[config.mk]
export PLATFORM = sky130hd
export DESIGN_NAME = kbd_cmd_scheduler_flat
export DESIGN_NICKNAME = d
export VERILOG_FILES = /design/src/rtl/kbd_cmd_scheduler_if.sv /design/src/rtl/kbd_cmd_scheduler.sv /design/src/flat_wrapper.sv
export SDC_FILE = /design/constraint.sdc
export NUM_CORES = 1
export LEC_CHECK = 0
export CAP_MARGIN = 30
export CORE_MARGIN = 3
export CORE_UTILIZATION = 45
export DETAILED_ROUTE_END_ITERATION = 8
export PLACE_DENSITY_LB_ADDON = 0.25
export SYNTH_ARGS = -nofsm -noshare
export SYNTH_HDL_FRONTEND = slang
export SYNTH_SLANG_ARGS = --single-unit
[constraint.sdc]
create_clock -name CLOCK_50 -period 4.11 [get_ports CLOCK_50]
set_clock_uncertainty 0.2 [all_clocks]
set_input_delay 0.822 -clock CLOCK_50 [delete_from_list [all_inputs] [get_ports CLOCK_50]]
set_output_delay 0.822 -clock CLOCK_50 [all_outputs]
set_load 0.02 [all_outputs]
[src/rtl/kbd_cmd_scheduler_if.sv]
// Command handshake between the keyboard scheduler and the game logic.
// The scheduler is the master: it presents cmd_valid/cmd_code and the game
// logic answers with cmd_ready.
`timescale 1ns/1ps
interface kbd_cmd_scheduler_if;
    logic       cmd_valid;
    logic [3:0] cmd_code;
    logic       cmd_ready;

    modport master (
        output cmd_valid,
        output cmd_code,
        input  cmd_ready
    );

    modport slave (
        input  cmd_valid,
        input  cmd_code,
        output cmd_ready
    );
endinterface

[src/rtl/kbd_cmd_scheduler.sv]
// Keyboard command scheduler: decodes PS/2 make codes into 4-bit game commands,
// queues them, and issues them one at a time with a minimum spacing between
// issues. Also owns the title/run/game-over input mode.
//
// Spacing: the gap counter is reloaded with GAP_CYCLES-1 on every completed
// handshake and a new command may be loaded on the edge where the counter
// reaches (or sits at) zero. cmd_valid therefore rises at most once every
// GAP_CYCLES cycles, and GAP_CYCLES=1 gives back-to-back issue.
`timescale 1ns/1ps
module kbd_cmd_scheduler #(
    parameter int DEPTH      = 4,
    parameter int GAP_CYCLES = 16
) (
    input  logic                         CLOCK_50,
    input  logic                         reset,
    input  logic [7:0]                   scan_code,
    input  logic                         make_pulse,
    input  logic                         game_over,
    kbd_cmd_scheduler_if.master          cmd,
    output logic                         show_title,
    output logic [$clog2(DEPTH+1)-1:0]   fifo_count,
    output logic                         overflow,
    output logic [7:0]                   drop_cnt
);

    localparam int AW = $clog2(DEPTH);
    localparam int CW = $clog2(DEPTH + 1);
    localparam int GW = (GAP_CYCLES > 1) ? $clog2(GAP_CYCLES) : 1;
    localparam logic [GW-1:0] GAP_RELOAD = GW'(GAP_CYCLES - 1);
    localparam logic [CW-1:0] FULL_COUNT = CW'(DEPTH);

    typedef enum logic [1:0] {TITLE, RUN, OVER} state_t;

    state_t          state_q, state_d;
    logic [3:0]      mem_q [DEPTH];
    logic [AW-1:0]   wrPtr_q, wrPtr_d, rdPtr_q, rdPtr_d;
    logic [CW-1:0]   count_q, count_d;
    logic [GW-1:0]   gapCnt_q, gapCnt_d;
    logic            cmdValid_q, cmdValid_d;
    logic [3:0]      cmdCode_q, cmdCode_d;
    logic            overflow_q, overflow_d;
    logic [7:0]      dropCnt_q, dropCnt_d;

    logic [3:0]      keyCode;
    logic            keyHit;
    logic            flush, handshake, load, push, dropFull, dropEvent;
    logic            fifoEmpty, fifoFull;

    function automatic logic [3:0] decodeKey(input logic [7:0] code);
        case (code)
            8'h6B, 8'h1C: decodeKey = 4'd1;
            8'h74, 8'h23: decodeKey = 4'd2;
            8'h75, 8'h1D: decodeKey = 4'd3;
            8'h72, 8'h1B: decodeKey = 4'd4;
            8'h29:        decodeKey = 4'd5;
            8'h2D:        decodeKey = 4'd6;
            8'h16:        decodeKey = 4'd7;
            8'h1E:        decodeKey = 4'd8;
            8'h26:        decodeKey = 4'd9;
            default:      decodeKey = 4'd0;
        endcase
    endfunction

    assign keyCode   = decodeKey(scan_code);
    assign keyHit    = make_pulse && (keyCode != 4'd0);
    assign fifoEmpty = (count_q == '0);
    assign fifoFull  = (count_q == FULL_COUNT);

    // Mode register; reset lands on the title screen.
    always_ff @(posedge CLOCK_50 or posedge reset) begin
        if (reset) begin
            state_q <= TITLE;
        end else begin
            state_q <= state_d;
        end
    end

    // Mode transitions: any recognised key leaves the title, game_over toggles RUN/OVER.
    always_comb begin
        state_d = state_q;
        case (state_q)
            TITLE:   if (keyHit)     state_d = RUN;
            RUN:     if (game_over)  state_d = OVER;
            OVER:    if (!game_over) state_d = RUN;
            default:                 state_d = TITLE;
        endcase
    end

    // Queue, gap and output-stage next state; the RUN->OVER edge flushes everything in flight.
    always_comb begin
        flush      = (state_q == RUN) && game_over;
        handshake  = cmdValid_q && cmd.cmd_ready && !flush;
        gapCnt_d   = gapCnt_q;
        if (handshake) begin
            gapCnt_d = GAP_RELOAD;
        end else if (gapCnt_q != '0) begin
            gapCnt_d = gapCnt_q - GW'(1);
        end
        load       = (!cmdValid_q || cmd.cmd_ready) && (gapCnt_d == '0) && !fifoEmpty
                     && (state_q == RUN) && !flush;
        push       = keyHit && (state_q == RUN) && !flush && (!fifoFull || load);
        dropFull   = keyHit && (state_q == RUN) && !flush && fifoFull && !load;
        dropEvent  = dropFull || (keyHit && ((state_q == OVER) || flush));

        wrPtr_d    = push ? wrPtr_q + AW'(1) : wrPtr_q;
        rdPtr_d    = load ? rdPtr_q + AW'(1) : rdPtr_q;
        count_d    = count_q + CW'(push) - CW'(load);
        cmdValid_d = cmdValid_q;
        cmdCode_d  = cmdCode_q;
        if (flush) begin
            wrPtr_d    = '0;
            rdPtr_d    = '0;
            count_d    = '0;
            cmdValid_d = 1'b0;
            cmdCode_d  = 4'd0;
        end else if (load) begin
            cmdValid_d = 1'b1;
            cmdCode_d  = mem_q[rdPtr_q];
        end else if (handshake) begin
            cmdValid_d = 1'b0;
            cmdCode_d  = 4'd0;
        end

        overflow_d = overflow_q || dropFull;
        dropCnt_d  = (dropEvent && (dropCnt_q != 8'hFF)) ? dropCnt_q + 8'd1 : dropCnt_q;
    end

    // Control registers, all cleared immediately by the asynchronous reset.
    always_ff @(posedge CLOCK_50 or posedge reset) begin
        if (reset) begin
            wrPtr_q    <= '0;
            rdPtr_q    <= '0;
            count_q    <= '0;
            gapCnt_q   <= '0;
            cmdValid_q <= 1'b0;
            cmdCode_q  <= 4'd0;
            overflow_q <= 1'b0;
            dropCnt_q  <= 8'd0;
        end else begin
            wrPtr_q    <= wrPtr_d;
            rdPtr_q    <= rdPtr_d;
            count_q    <= count_d;
            gapCnt_q   <= gapCnt_d;
            cmdValid_q <= cmdValid_d;
            cmdCode_q  <= cmdCode_d;
            overflow_q <= overflow_d;
            dropCnt_q  <= dropCnt_d;
        end
    end

    // Queue storage needs no reset; the count decides which entries are live.
    always_ff @(posedge CLOCK_50) begin
        if (push) begin
            mem_q[wrPtr_q] <= keyCode;
        end
    end

    assign cmd.cmd_valid = cmdValid_q;
    assign cmd.cmd_code  = cmdCode_q;
    assign show_title    = (state_q == TITLE);
    assign fifo_count    = count_q;
    assign overflow      = overflow_q;
    assign drop_cnt      = dropCnt_q;

endmodule

[src/flat_wrapper.sv]
// flat-port wrapper written by rule: the top's interface ports become plain ports
module kbd_cmd_scheduler_flat 
#(
    parameter int DEPTH      = 4,
    parameter int GAP_CYCLES = 16
)
  (CLOCK_50, reset, scan_code, make_pulse, game_over, show_title, fifo_count, overflow, drop_cnt, cmd_cmd_valid, cmd_cmd_code, cmd_cmd_ready);
  kbd_cmd_scheduler_if cmd_i ();
  input  logic CLOCK_50;
  input  logic reset;
  input  logic [7:0] scan_code;
  input  logic make_pulse;
  input  logic game_over;
  output logic show_title;
  output logic [$clog2(DEPTH+1)-1:0] fifo_count;
  output logic overflow;
  output logic [7:0] drop_cnt;
  output wire logic [$bits(cmd_i.cmd_valid)-1:0] cmd_cmd_valid;
  output wire logic [$bits(cmd_i.cmd_code)-1:0] cmd_cmd_code;
  input wire logic [$bits(cmd_i.cmd_ready)-1:0] cmd_cmd_ready;
  assign cmd_cmd_valid = cmd_i.cmd_valid;
  assign cmd_cmd_code = cmd_i.cmd_code;
  assign cmd_i.cmd_ready = cmd_cmd_ready;
  kbd_cmd_scheduler #(.DEPTH(DEPTH), .GAP_CYCLES(GAP_CYCLES)) u_core (.CLOCK_50(CLOCK_50), .reset(reset), .scan_code(scan_code), .make_pulse(make_pulse), .game_over(game_over), .cmd(cmd_i), .show_title(show_title), .fifo_count(fifo_count), .overflow(overflow), .drop_cnt(drop_cnt));
endmodule
## Word-level counts from Yosys, hierarchy flattened

Memories as Yosys holds them, arrays and structs flattened.
Cells that the tools add are included.

| word-level totals | value |
|---|---|
| bits in registers | 27 |
| memory bits (writable) | 16 |
| bits of input ports | 13 |
| output and inout port bits | 18 |
| logic and storage cells | 94 |
| memories | 1 |

| operators by class | value |
|---|---|
| add/subtract/negate cells | 6 |
| equality and inequality tests | 20 |
| mux-type cells | 20 |
| reductions and logical operators | 38 |

Memory list:

| memory | depth | bits a word | rd ports | clocked after memory_dff | write ports | line | source |
|---|---|---|---|---|---|---|---|
| u_core.mem_q | 4 | 4 | 1 | 0 | 1 | kbd_cmd_scheduler.sv:35 | `logic [3:0] mem_q [DEPTH];` |

Operators with widths:

| kind | count |
|---|---|
| == test 8 x 5 -> 1 bit (second input constant) | 5 |
| one-hot mux 4 bit (9 select lines) | 1 |
| == test 8 x 6 -> 1 bit (second input constant) | 4 |
| == test 8 x 7 -> 1 bit (second input constant) | 4 |
| two-way mux 4 bit | 5 |
| logical AND 1 bit | 15 |
| two-way mux 2 bit | 7 |
| adder 8 x 1 -> 8 bit (second input constant) | 1 |
| != test 8 bit (second input constant) | 1 |
| nonzero test 4 bit | 2 |
| OR reduction 2 bit | 4 |
| one-hot mux 2 bit (3 select lines) | 1 |
| zero test 1 bit | 5 |
| logical OR 1 bit | 5 |
| two-way mux 1 bit | 5 |
| adder 2 x 1 -> 2 bit (second input constant) | 2 |
| zero test 4 bit | 1 |
| != test 2 bit (second input constant) | 2 |
| nonzero test 2 bit | 2 |
| subtractor 4 x 1 -> 4 bit (second input constant) | 1 |
| adder 3 x 1 -> 3 bit | 1 |
| == test 3 bit (second input constant) | 1 |
| zero test 3 bit | 1 |
| two-way mux 3 bit | 1 |
| other kinds (7) | 7 |

## Longest topological paths before layout

| logic depth | value |
|---|---|
| depth in word-level cells | 15 |
| depth in mapped cells | 14 |
| mapped depth without buffers | 14 |

## Worst setup path after synthesis

Ideal clock, no wire load.

| timing | value |
|---|---|
| path kind | input -> register |
| start point | in scan_code[6] |
| end point | reg u_core.count_q[2] (netlist: u_core.fifo_count[2]) |
| setup time | 0.132 ns |
| arrival | 3.240 ns |
| data required time | 3.778 ns |
| setup slack | 0.538 ns |
| stages | 12 |
| buffers on the path | 1 |
| path through | buf_6 > nor4b_4 > or4b_1 > o311ai_2 > nor4b_4 > nor4b_2 > ha_1 > inv_1 > fa_1 > xor2_1 > xnor2_1 > nor2_1 |

| on the way | value |
|---|---|
| word-level cells in the longest chain between the ends | 11 |
| elaborated cells on any way between the ends | 26 |
| those cells by class | add/sub: 2; eq/ne: 13; mux: 2; reduce/logical: 9 |

RTL lines:

| item | line | source |
|---|---|---|
| start: declaration | flat_wrapper.sv:11 | `input logic [7:0] scan_code;` |
| == test 8 x 7 -> 1 bit (tied with other cells) | kbd_cmd_scheduler.sv:50 | `case (code)` |
| OR reduction 2 bit | kbd_cmd_scheduler.sv:50 |  |
| one-hot mux 4 bit (9 select lines) * | kbd_cmd_scheduler.sv:50 |  |
| net u_core.keyCode[1] | kbd_cmd_scheduler.sv:44 | `logic [3:0] keyCode;` |
| nonzero test 4 bit * | kbd_cmd_scheduler.sv:65 | `assign keyHit = make_pulse && (keyCode != 4'd0);` |
| logical AND 1 bit * | kbd_cmd_scheduler.sv:65 |  |
| logical AND 1 bit * (3 in series) | kbd_cmd_scheduler.sv:101 | `push = keyHit && (state_q == RUN) && !flush && (!fifoFull \|\| load);` |
| adder 3 x 1 -> 3 bit * | kbd_cmd_scheduler.sv:107 | `count_d = count_q + CW'(push) - CW'(load);` |
| subtractor 3 x 1 -> 3 bit * | kbd_cmd_scheduler.sv:107 |  |
| two-way mux 3 bit * | kbd_cmd_scheduler.sv:110 | `if (flush) begin` |
| net u_core.count_d[2] | kbd_cmd_scheduler.sv:37 | `logic [CW-1:0] count_q, count_d;` |
| end signal: assignment | kbd_cmd_scheduler.sv:142 | `count_q <= count_d;` |
| end: declaration | kbd_cmd_scheduler.sv:37 |  |

The timed path passes the listed nets; every way through them passes the cells marked *.
A chain may end at the register's enable or synchronous reset.

## Final worst setup path

| timing | value |
|---|---|
| start point | in scan_code[7] |
| end point | reg u_core.count_q[2] (netlist: u_core.fifo_count[2]) |

The elaborated chain is that of the path after synthesis.

==> qor.txt <==
status: finished, final reports clean
Final Wtd Congestion: 0.869
diode count: 0
cells along the critical path: clkdlybuf4s50_1 > or4bb_1 > o311ai_2 > nor4b_4 > nor4b_2 > ha_1 > inv_1 > fa_1 > xor2_1 > xnor2_1 > nor2_1
dpl ws: 0.0303 ns
Horiz. Die Dim: 79.7 um
slowest CP cell: or4bb_1
most frequent cells after synthesis: 27 x dfrtp_1, 21 x nor2_1, 18 x nand2_1
Vias/cell: 5.39
Ports: 31
fraction of layout cells with a size suffix above 1: 13.6%
Yosys top cell by area: dfrtp_1
initial antenna violation count: 0
Port Buffer Count: 30
First-pass DRT Iterations: 4
unique cell type count in the Yosys netlist: 53
CP Capture Type: flop
TritonCTS clock tree: done
initial DRC count: 63
GRT busiest layer: met2
sequential element share of the synthesized area: 47.3%
remaining antenna violation count: 0
WL/cell: 13.5 um
PD cells: 445 nW/um2
num rows: 26
setup ws final: 0.357 ns
GRT met2 Usage: 26.0%
Post-route DRC: 0
Worst path depth: 11
synthesized instance count: 221
Worst Path Required: 4.09 ns
Final Setup Violations: 0
RSZ-0062 raised after global routing: false
Worst Hold Class: flop to flop
CP top delay family: simple AND/OR/NAND/NOR gates
gr usage total: 16.1%
worst skew pair latency: 0.29 ns
worst setup path end: u_core.fifo_count[2]$_DFF_PP0_
mux cell area share after synthesis: 5.48%
Max Freq: 0.266 GHz
R2R depth: 12
largest fanout on the critical path: 6
flop2flop setup slack: 0.92 ns
initial core utilization: 47.2%
Post-Synth XOR/XNOR Area: 3.94%
Yosys reg bits: 43
# resized after CTS: 0
worst path arrival time: 3.74 ns
ys async rst share: 62.8%
Synth Flop Type: dfrtp_1
Util after Layout: 58.0%
vias in the first global route: 1752
TritonCTS Sinks: 43
synth top area cells: dfrtp_1 28%, edfxtp_1 20%, ha_1 4.1%
FF-to-FF End: u_core.fifo_count[2]$_DFF_PP0_
Cell Area, Synth: 2440 um2
Num CTS Buffers: 5
Worst slew margin: 47.5%
final layout net count: 286
WP buf/inv: 2
Post-synth EDFFs: 16
buffer depth of the longest clock path: 2
hold_ws: 0.286 ns
simple-gate portion of the synthesized area: 26.1%
VDD IR max: 0.191 mV
routing usage on met3: 3.72%
slowest stage delay, CP: 0.59 ns
Final Hold Viols: 0
CP Launch Type: input port
H-tree depth: 2
Core ar.: 5170 um2
Synth Area in Compound Gates: 8.66%
fin crit share: 91.3%
grt ovf: 0
CP startpoint: scan_code[7]
HPWL Detailed: 3610 um
grt met1 use: 20.9%
die area: 6350 um2
largest net degree at the start of global routing: 24
height of the die: 79.7 um
Setup TNS: 0 ns
Lkg Pwr: 1.24 nW
CTS root buffer: clkbuf_8
first-pass GRT wire length: 8020 um
Min Clock Period, post-route: 3.75 ns
Least-Margin Pin Slew: 0.777 ns
cts hold-fix bufs: 0
routed vias: 1804
most frequent cell after synthesis: dfrtp_1
Pins Over Slew Limit: 0
max_cap viols: 0
synthesized-area fraction occupied by adder cells: 4.92%
main combinational cell family by area after synthesis: simple AND/OR/NAND/NOR gates
Yosys top cell area share: 27.7%
Area Overhead vs Synth: 22.7%
Clk pin slew, worst setup/hold paths: 0.08 ns
reg2reg start: u_core.gapCnt_q[0]$_DFF_PP0_
yosys warns: 0
Synth Net Count: 243
Post-CTS Setup Bufs: 0
final WL: 4540 um
Crit Path Category: input port to flop
Avg Cell Area, Syn: 11.1 um2
WHS Path Cells: 1
-- worst min path at each step --
stage / slack [ns] / end / startpoint
floorplan: 0.29 / u_core.state_q[0]$_DFFE_PP0P_ / u_core.state_q[0]$_DFFE_PP0P_
global placement: 0.27 / u_core.overflow$_DFF_PP0_ / u_core.overflow$_DFF_PP0_
detailed placement: 0.27 / u_core.overflow$_DFF_PP0_ / u_core.overflow$_DFF_PP0_
CTS: 0.29 / u_core.overflow$_DFF_PP0_ / u_core.overflow$_DFF_PP0_
global route: 0.31 / u_core.overflow$_DFF_PP0_ / u_core.overflow$_DFF_PP0_
finish: 0.29 / u_core.overflow$_DFF_PP0_ / u_core.overflow$_DFF_PP0_
-- cell type report --
class                      instances  area [um2]
clock buffer                       7        86.3
clock inverter                     1        5.00
fill                             433        2170
inverter                          10        37.5
multi-input combinational        160        1200
sequential                        43        1160
tap                               70        87.6
timing repair buffer              44         425
-- metal layers --
| layer | part of all wire [%] | vias to the layer above |
|---|---|---|
| met2 | 49 | 40 |
| met5 | 0 | - |
| met1 | 45 | 860 |
| li1 | - | 896 |
| met4 | 1.7 | 0 |
| met3 | 4.4 | 8 |
-- worst reg2reg max path, stage by stage (launching register included) --
cell,delay [ns]
dfrtp_1,0.41
inv_1,0.10
ha_1,0.21
nor4b_1,0.25
a41oi_1,0.13
o41a_1,0.50
nor4b_2,0.31
ha_1,0.20
inv_1,0.05
fa_1,0.37
xor2_1,0.17
xnor2_1,0.13
nor2_1,0.06
-- layout by cell type (no fill, tap or decap), types with 8 or more instances in the layout --
master and n:
buf_4 13, nand2_1 18, edfxtp_1 16, nand2b_1 9, inv_1 10, ha_1 8
dfrtp_1 27, nor2_1 21, clkdlybuf4s50_1 30
-- cells by family (layout without fill, tap and decap cells) --
kind of cell | count (synthesis) | after routing
multiplexers | 8 | 8
adder cells (fa/ha/maj) | 9 | 9
XOR/XNOR | 11 | 11
AND/OR/NAND/NOR | 104 | 104
flip-flops | 43 | 43
buffers and inverters | 18 | 62
AO/OA/AOI/OAI | 28 | 28
-- sequential cells by signal, indices dropped and copies added (netlist names) --
name / flops
u_core.rdPtr_q: 2
u_core.cmd.cmd_valid: 1
u_core.gapCnt_q: 4
u_core.wrPtr_q: 2
u_core.drop_cnt: 8
u_core.state_q: 2
u_core.mem_q: 16
u_core.fifo_count: 3
u_core.cmd.cmd_code: 4
u_core.overflow: 1
-- per-stage QoR --
step / instance area (um2) / instances / power, W
detailed placement: 2910 / 327 / 0.00107
floorplan: 2440 / 221 / 0.000877
global route: 3000 / 335 / 0.00143
global placement: 2880 / 326 / 0.00105
CTS: 3000 / 335 / 0.00134
finish: 3000 / 335 / 0.00133
-- power by group --
part | internal [W] | leakage [nW] | switching, W
clock network | 0.000136 | 0.0482 | 0.000135
logic | 0.000233 | 0.686 | 0.000250
registers | 0.000508 | 0.503 | 0.0000711
total | 0.000876 | 1.24 | 0.000457
Note: power is estimated with default switching activity, not from simulation.
